`src/rtl/sdspi_responder_if.sv`:
```
// Pin and byte-handshake bundle between the sdspi master / SD card model side
// and the card-end SPI responder.
interface sdspi_responder_if;
    logic       spiCS;
    logic       spiSCLK;
    logic       spiMOSI;
    logic       spiMISO;
    logic [7:0] rxDATA;
    logic       rxVALID;
    logic [7:0] txDATA;
    logic       txLOAD;
    logic       txREADY;
    logic       txUNDER;
    logic       csACTIVE;

    modport slave (
        input  spiCS, spiSCLK, spiMOSI, txDATA, txLOAD,
        output spiMISO, rxDATA, rxVALID, txREADY, txUNDER, csACTIVE
    );

    modport master (
        output spiCS, spiSCLK, spiMOSI, txDATA, txLOAD,
        input  spiMISO, rxDATA, rxVALID, txREADY, txUNDER, csACTIVE
    );
endinterface

```
`src/rtl/sdspi_responder.sv`:
```
// Card-end SPI responder (CPOL=1, CPHA=1, MSB first): oversamples the SPI pins in
// the clk domain and exchanges whole bytes with an SD card model.
module sdspi_responder #(
    parameter int unsigned SYNC_STAGES = 2,
    parameter logic [7:0]  IDLE_BYTE   = 8'hFF
) (
    input  logic             clk,
    input  logic             rst,
    sdspi_responder_if.slave bus
);
    typedef enum logic {DESELECT, SELECT} state_t;

    state_t state, state_next;

    logic [SYNC_STAGES-1:0] sclk_sync, mosi_sync, cs_sync;
    logic       sclk_q;
    logic       sclk_s, mosi_s, cs_s;
    logic       sclk_fall, sclk_rise;
    logic       active, byte_start, take_hold, underflow;

    logic [2:0] bit_cnt;
    logic [7:0] tx_shift;
    logic [6:0] rx_shift;
    logic [7:0] hold;
    logic [7:0] rx_data;
    logic       tx_ready, miso, rx_valid, tx_under;

    // Presetting the synchronizers to 1 makes reset look like SCLK idle, CS deasserted.
    always_ff @(posedge clk or posedge rst) begin
        if (rst) begin
            sclk_sync <= '1;
            mosi_sync <= '1;
            cs_sync   <= '1;
            sclk_q    <= 1'b1;
        end else begin
            // NOTE: sequential state uses <= so every flop samples pre-edge values.
            sclk_sync <= {sclk_sync[SYNC_STAGES-2:0], bus.spiSCLK};
            mosi_sync <= {mosi_sync[SYNC_STAGES-2:0], bus.spiMOSI};
            cs_sync   <= {cs_sync[SYNC_STAGES-2:0], bus.spiCS};
            sclk_q    <= sclk_s;
        end
    end

    assign sclk_s    = sclk_sync[SYNC_STAGES-1];
    assign mosi_s    = mosi_sync[SYNC_STAGES-1];
    assign cs_s      = cs_sync[SYNC_STAGES-1];
    assign sclk_fall = sclk_q & ~sclk_s;
    assign sclk_rise = ~sclk_q & sclk_s;

    always_ff @(posedge clk or posedge rst) begin
        if (rst) state <= DESELECT;
        else     state <= state_next;
    end

    // CS rising while selected drops the engine in that same cycle.
    always_comb begin
        // NOTE: every output gets a default first so no path infers a latch.
        state_next = state;
        active     = 1'b0;
        case (state)
            DESELECT: if (!cs_s) state_next = SELECT;
            SELECT: begin
                if (cs_s) state_next = DESELECT;
                else      active     = 1'b1;
            end
        endcase
        byte_start = active & sclk_fall & (bit_cnt == 3'd7);
        take_hold  = byte_start & ~tx_ready;
        underflow  = byte_start & tx_ready;
    end

    always_ff @(posedge clk or posedge rst) begin
        if (rst) begin
            bit_cnt  <= 3'd7;
            tx_shift <= 8'hFF;
            rx_shift <= 7'h7F;
            hold     <= 8'hFF;
            rx_data  <= 8'hFF;
            tx_ready <= 1'b1;
            miso     <= 1'b1;
            rx_valid <= 1'b0;
            tx_under <= 1'b0;
        end else begin
            rx_valid <= 1'b0;
            tx_under <= underflow;
            miso     <= active ? tx_shift[7] : 1'b1;

            if (!active) begin
                bit_cnt  <= 3'd7;
                tx_shift <= 8'hFF;
            end else begin
                if (sclk_fall) begin
                    if (bit_cnt == 3'd7) tx_shift <= tx_ready ? IDLE_BYTE : hold;
                    else                 tx_shift <= {tx_shift[6:0], 1'b1};
                end
                if (sclk_rise) begin
                    rx_shift <= {rx_shift[5:0], mosi_s};
                    if (bit_cnt == 3'd0) begin
                        rx_data  <= {rx_shift, mosi_s};
                        rx_valid <= 1'b1;
                        bit_cnt  <= 3'd7;
                    end else begin
                        bit_cnt  <= bit_cnt - 3'd1;
                    end
                end
            end

            // Consumption needs a full register and a load needs an empty one, so
            // a load landing on an underflowing byte start is kept for the next byte.
            if (take_hold) begin
                tx_ready <= 1'b1;
            end else if (bus.txLOAD && tx_ready) begin
                hold     <= bus.txDATA;
                tx_ready <= 1'b0;
            end
        end
    end

    assign bus.spiMISO  = miso;
    assign bus.rxDATA   = rx_data;
    assign bus.rxVALID  = rx_valid;
    assign bus.txREADY  = tx_ready;
    assign bus.txUNDER  = tx_under;
    assign bus.csACTIVE = ~cs_s;
endmodule

```
`src/flat_wrapper.sv`:
```
// flat-port wrapper written by rule: the top's interface ports become plain ports
module sdspi_responder_flat 
#(
    parameter int unsigned SYNC_STAGES = 2,
    parameter logic [7:0]  IDLE_BYTE   = 8'hFF
)
  (clk, rst, bus_spiCS, bus_spiSCLK, bus_spiMOSI, bus_txDATA, bus_txLOAD, bus_spiMISO, bus_rxDATA, bus_rxVALID, bus_txREADY, bus_txUNDER, bus_csACTIVE);
  sdspi_responder_if bus_i ();
  input  logic clk;
  input  logic rst;
  input wire logic [$bits(bus_i.spiCS)-1:0] bus_spiCS;
  input wire logic [$bits(bus_i.spiSCLK)-1:0] bus_spiSCLK;
  input wire logic [$bits(bus_i.spiMOSI)-1:0] bus_spiMOSI;
  input wire logic [$bits(bus_i.txDATA)-1:0] bus_txDATA;
  input wire logic [$bits(bus_i.txLOAD)-1:0] bus_txLOAD;
  output wire logic [$bits(bus_i.spiMISO)-1:0] bus_spiMISO;
  output wire logic [$bits(bus_i.rxDATA)-1:0] bus_rxDATA;
  output wire logic [$bits(bus_i.rxVALID)-1:0] bus_rxVALID;
  output wire logic [$bits(bus_i.txREADY)-1:0] bus_txREADY;
  output wire logic [$bits(bus_i.txUNDER)-1:0] bus_txUNDER;
  output wire logic [$bits(bus_i.csACTIVE)-1:0] bus_csACTIVE;
  assign bus_i.spiCS = bus_spiCS;
  assign bus_i.spiSCLK = bus_spiSCLK;
  assign bus_i.spiMOSI = bus_spiMOSI;
  assign bus_i.txDATA = bus_txDATA;
  assign bus_i.txLOAD = bus_txLOAD;
  assign bus_spiMISO = bus_i.spiMISO;
  assign bus_rxDATA = bus_i.rxDATA;
  assign bus_rxVALID = bus_i.rxVALID;
  assign bus_txREADY = bus_i.txREADY;
  assign bus_txUNDER = bus_i.txUNDER;
  assign bus_csACTIVE = bus_i.csACTIVE;
  sdspi_responder #(.SYNC_STAGES(SYNC_STAGES), .IDLE_BYTE(IDLE_BYTE)) u_core (.clk(clk), .rst(rst), .bus(bus_i));
endmodule
```
`config.mk`:
```
export PLATFORM = sky130hd
export DESIGN_NAME = sdspi_responder_flat
export DESIGN_NICKNAME = d
export VERILOG_FILES = /design/src/rtl/sdspi_responder_if.sv /design/src/rtl/sdspi_responder.sv /design/src/flat_wrapper.sv
export SDC_FILE = /design/constraint.sdc
export NUM_CORES = 1
export LEC_CHECK = 0
export CAP_MARGIN = 20
export CORE_MARGIN = 1.5
export CORE_UTILIZATION = 33
export CTS_CLUSTER_DIAMETER = 120
export DETAILED_ROUTE_END_ITERATION = 12
export GPL_TIMING_DRIVEN = 0
export MAX_ROUTING_LAYER = met4
export PLACE_DENSITY = 0.61
export SYNTH_ARGS = -nofsm -noshare
export SYNTH_HDL_FRONTEND = slang
export SYNTH_SLANG_ARGS = --single-unit
```
`constraint.sdc`:
```
create_clock -name clk -period 3.3 [get_ports clk]
set_clock_uncertainty 0.2 [all_clocks]
set_input_delay 0.66 -clock clk [delete_from_list [all_inputs] [get_ports clk]]
set_output_delay 0.66 -clock clk [all_outputs]
set_load 0.005 [all_outputs]
```
==> results.sh <==
export IMPL_global_route_usage_met1=0.1338
export IMPL_synth_cell_types=26
export IMPL_end_kind="output pin"
export IMPL_synth_edf_count=0
export IMPL_hold_viol=0
export IMPL_cts_tree="done"
export IMPL_grt_overflow=0
export IMPL_grt_use_met3=0.03448
export IMPL_die_x_um=79.29
export IMPL_grt_pass1_vias=1199
export IMPL_vias=1184
export IMPL_drc_errors=0
export IMPL_slew_viol_final=0
export IMPL_required_ps=2440
export IMPL_vdd_drop_max_mv=0.2891
export IMPL_cts_root_buf="clkbuf_8"
export IMPL_maxSlewHeadroom=0.6979
export IMPL_crit_fanout=4
export IMPL_wl_mm=3.010
export IMPL_cts_clk_slew_worst_paths_ps=80
export IMPL_comb_power_share=0.107
export IMPL_leakagePower_uw=0.001024
export IMPL_finalSetupTns_ps=0
export IMPL_htree_levels=2
export IMPL_tightest_slew_ps=453.1
export IMPL_io_buffer_count=26
export IMPL_grt_use_total=0.1109
export IMPL_cts_buffers=5
export IMPL_crit_buf_inv=1
export IMPL_clock_power_share=0.329
export IMPL_pwr_share_seq=0.564
export IMPL_hpwl_mm=2.075
export IMPL_final_common_cell="dfstp_2"
export IMPL_synth_fp_nets=164
export IMPL_avgRoutedWirePerCell_um=11.85
export IMPL_busiest_layer="met2"
export IMPL_io_pins=27
export IMPL_synth_seq_cells=46
export IMPL_post_route_cells_drive_above_1_share=0.4560
export IMPL_final_cell_mix="dfstp_2, clkdlybuf4s50_1, mux2_2"
export IMPL_rsz0062_at_grt="no"
export IMPL_ys_flop_type="dfstp_2"
export IMPL_cts_path_max_buffers=2
export IMPL_fp_row_count=27
export IMPL_ant_nets=0
export IMPL_p_per_area_mw_per_mm2=519.5
export IMPL_max_freq_ghz=0.4515
export IMPL_ys_warn_count=0
export IMPL_start_kind="register"
export IMPL_period_needed_ps=2215
export IMPL_sw_frac_of_total=0.2205
export IMPL_syn_cell_area_mm2=0.001921
export IMPL_place_ws_ps=1279
export IMPL_p_int_uw=973.8
export IMPL_antenna_found_initial=0
export IMPL_setup_viol=0
export IMPL_path_cells="clkdlybuf4s50_1"
export IMPL_setup_slack_ps=1085
export IMPL_place_gp_congestion=0.7635
export IMPL_drt_iter0_markers=61
export IMPL_crit_path_top_delay_cell="dfstp_2"
export IMPL_n_antenna_cell=0
export IMPL_hold_ws_ps=158.3
export IMPL_yosysSeqAreaShare=0.6274
export IMPL_cts_setup_buffers=0
export IMPL_via_per_inst=4.661
export IMPL_period_share=0.6712
export IMPL_first_pass_iters=4
export IMPL_hold_class="register to register"
export IMPL_drv_cap=0
export IMPL_grt_pass1_wl_mm=5.326
export IMPL_crit_arrival_ps=1350
export IMPL_cp_top_family="flip-flops"
export IMPL_fin_cells=254
export IMPL_die_area_mm2=0.006287
export IMPL_initial_utilization=0.3446
export IMPL_use_met2=0.1744
export IMPL_clkLatencyLatePin_ps=300
export IMPL_cts_sinks=46
export IMPL_r2r_slack_ps=1420
export IMPL_ys_async_sr_fraction=1.000
export IMPL_switchingPower_uw=275.5
export IMPL_max_stage_delay_ps=560
export IMPL_fp_coreArea_mm2=0.005574
export IMPL_syn_avg_cell_area_um2=13.07
export IMPL_outcome="finished, final reports clean"
export IMPL_syn_to_final_growth_pct=25.21
export IMPL_die_h_um=79.29
export IMPL_worstSetupPathType="register to output pin"
export IMPL_cts_resized=0
export IMPL_layout_nets=198
export IMPL_postSynthCellCount=147
export IMPL_grt_max_degree=43
export IMPL_placedCellCount=246
export IMPL_hold_buffers=0
==> area by class of cell <==
type                    instances  area, um2
clock inverters                 3      45.04
flip-flops and latches         46       1205
clock buffers                   5      68.82
fillers                       533       3169
well taps                      72      90.09
inverters                       6      22.52
repair buffers                 27      280.3
multi-input cells              87      651.9
plain buffers                   8      41.29
==> worst register-to-register path, cell delays in order (launching register included) <==
cell      delay (ps)
dfstp_2          560
ha_1             150
clkbuf_2         190
and2_1           140
buf_2            190
nor4b_1          260
o21ai_0          110
==> routing by layer <==
metal	routed length [um]	vias to the layer above
li1	-	568
met1	1412	576
met2	1404	32
met3	143	8
met4	51	0
met5	0	-
==> path summary, 6_finish.rpt <==
check | endpoint | cells after the start | from
min | u_core.cs_sync[1] | 0 | u_core.cs_sync[0]
max reg2reg | u_core.tx_shift[0] | 6 | u_core.bit_cnt[0]
min reg2reg | u_core.cs_sync[1] | 0 | u_core.cs_sync[0]
min in group asynchronous | u_core.bus.rxDATA[3] | 2 | rst
max in group asynchronous | u_core.bus.spiMISO | 3 | rst
max | bus_txREADY | 1 | u_core.bus.txREADY
==> Yosys cell counts (all sizes together) (2+ instances only) <==
master  instances  area, um2
nand2b          4      25.02
buf             3      21.27
a211o           7      61.31
and3            3      18.77
nor2b           2      12.51
dfstp          43       1130
mux2           23      259.0
a21oi           8      40.04
ha              3      37.54
clkbuf          5      20.01
nor2            9      33.78
nand3           7      35.03
nand2           9      33.78
dfrtp           3      75.07
inv             6      22.52
o21ai           4      20.02
==> power groups by stage <==
stage,clock (uW),combinational (uW),sequential [uW]
after CTS,434,137,706
after floorplan,0,97.9,701
after detailed placement,0,136,715
after global routing,455,150,716
final,411,133,704
after global placement,0,130,714
==> flip-flops by register name, summed over array words and instances (netlist names) <==
name and flops:
u_core.bus.rxDATA 8, u_core.hold 8, u_core.tx_shift 8, u_core.rx_shift 7, u_core.bit_cnt 3, u_core.cs_sync 2, u_core.mosi_sync 2, u_core.sclk_sync 2
u_core.bus.rxVALID 1, u_core.bus.spiMISO 1, u_core.bus.txREADY 1, u_core.bus.txUNDER 1, u_core.sclk_q 1, u_core.state 1
==> cells by family after synthesis <==
group,after synthesis,share of synthesized area
compound gates,20,0.06710
simple gates,41,0.1179
mux,23,0.1349
buf+inv,14,0.03322
fa+ha+maj,3,0.01955
flops,46,0.6274
==> stage by stage <==
| step | utilization | instance area (um2) | power (uW) |
|---|---|---|---|
| after floorplan | - | 1921 | 799.1 |
| after global placement | 0.4074 | 2271 | 843.8 |
| after detailed placement | 0.4110 | 2291 | 850.5 |
| after CTS | 0.4314 | 2405 | 1276 |
| after global routing | 0.4314 | 2405 | 1320 |
| final | 0.4314 | 2405 | 1249 |
Power figures use the tool's default switching activity.
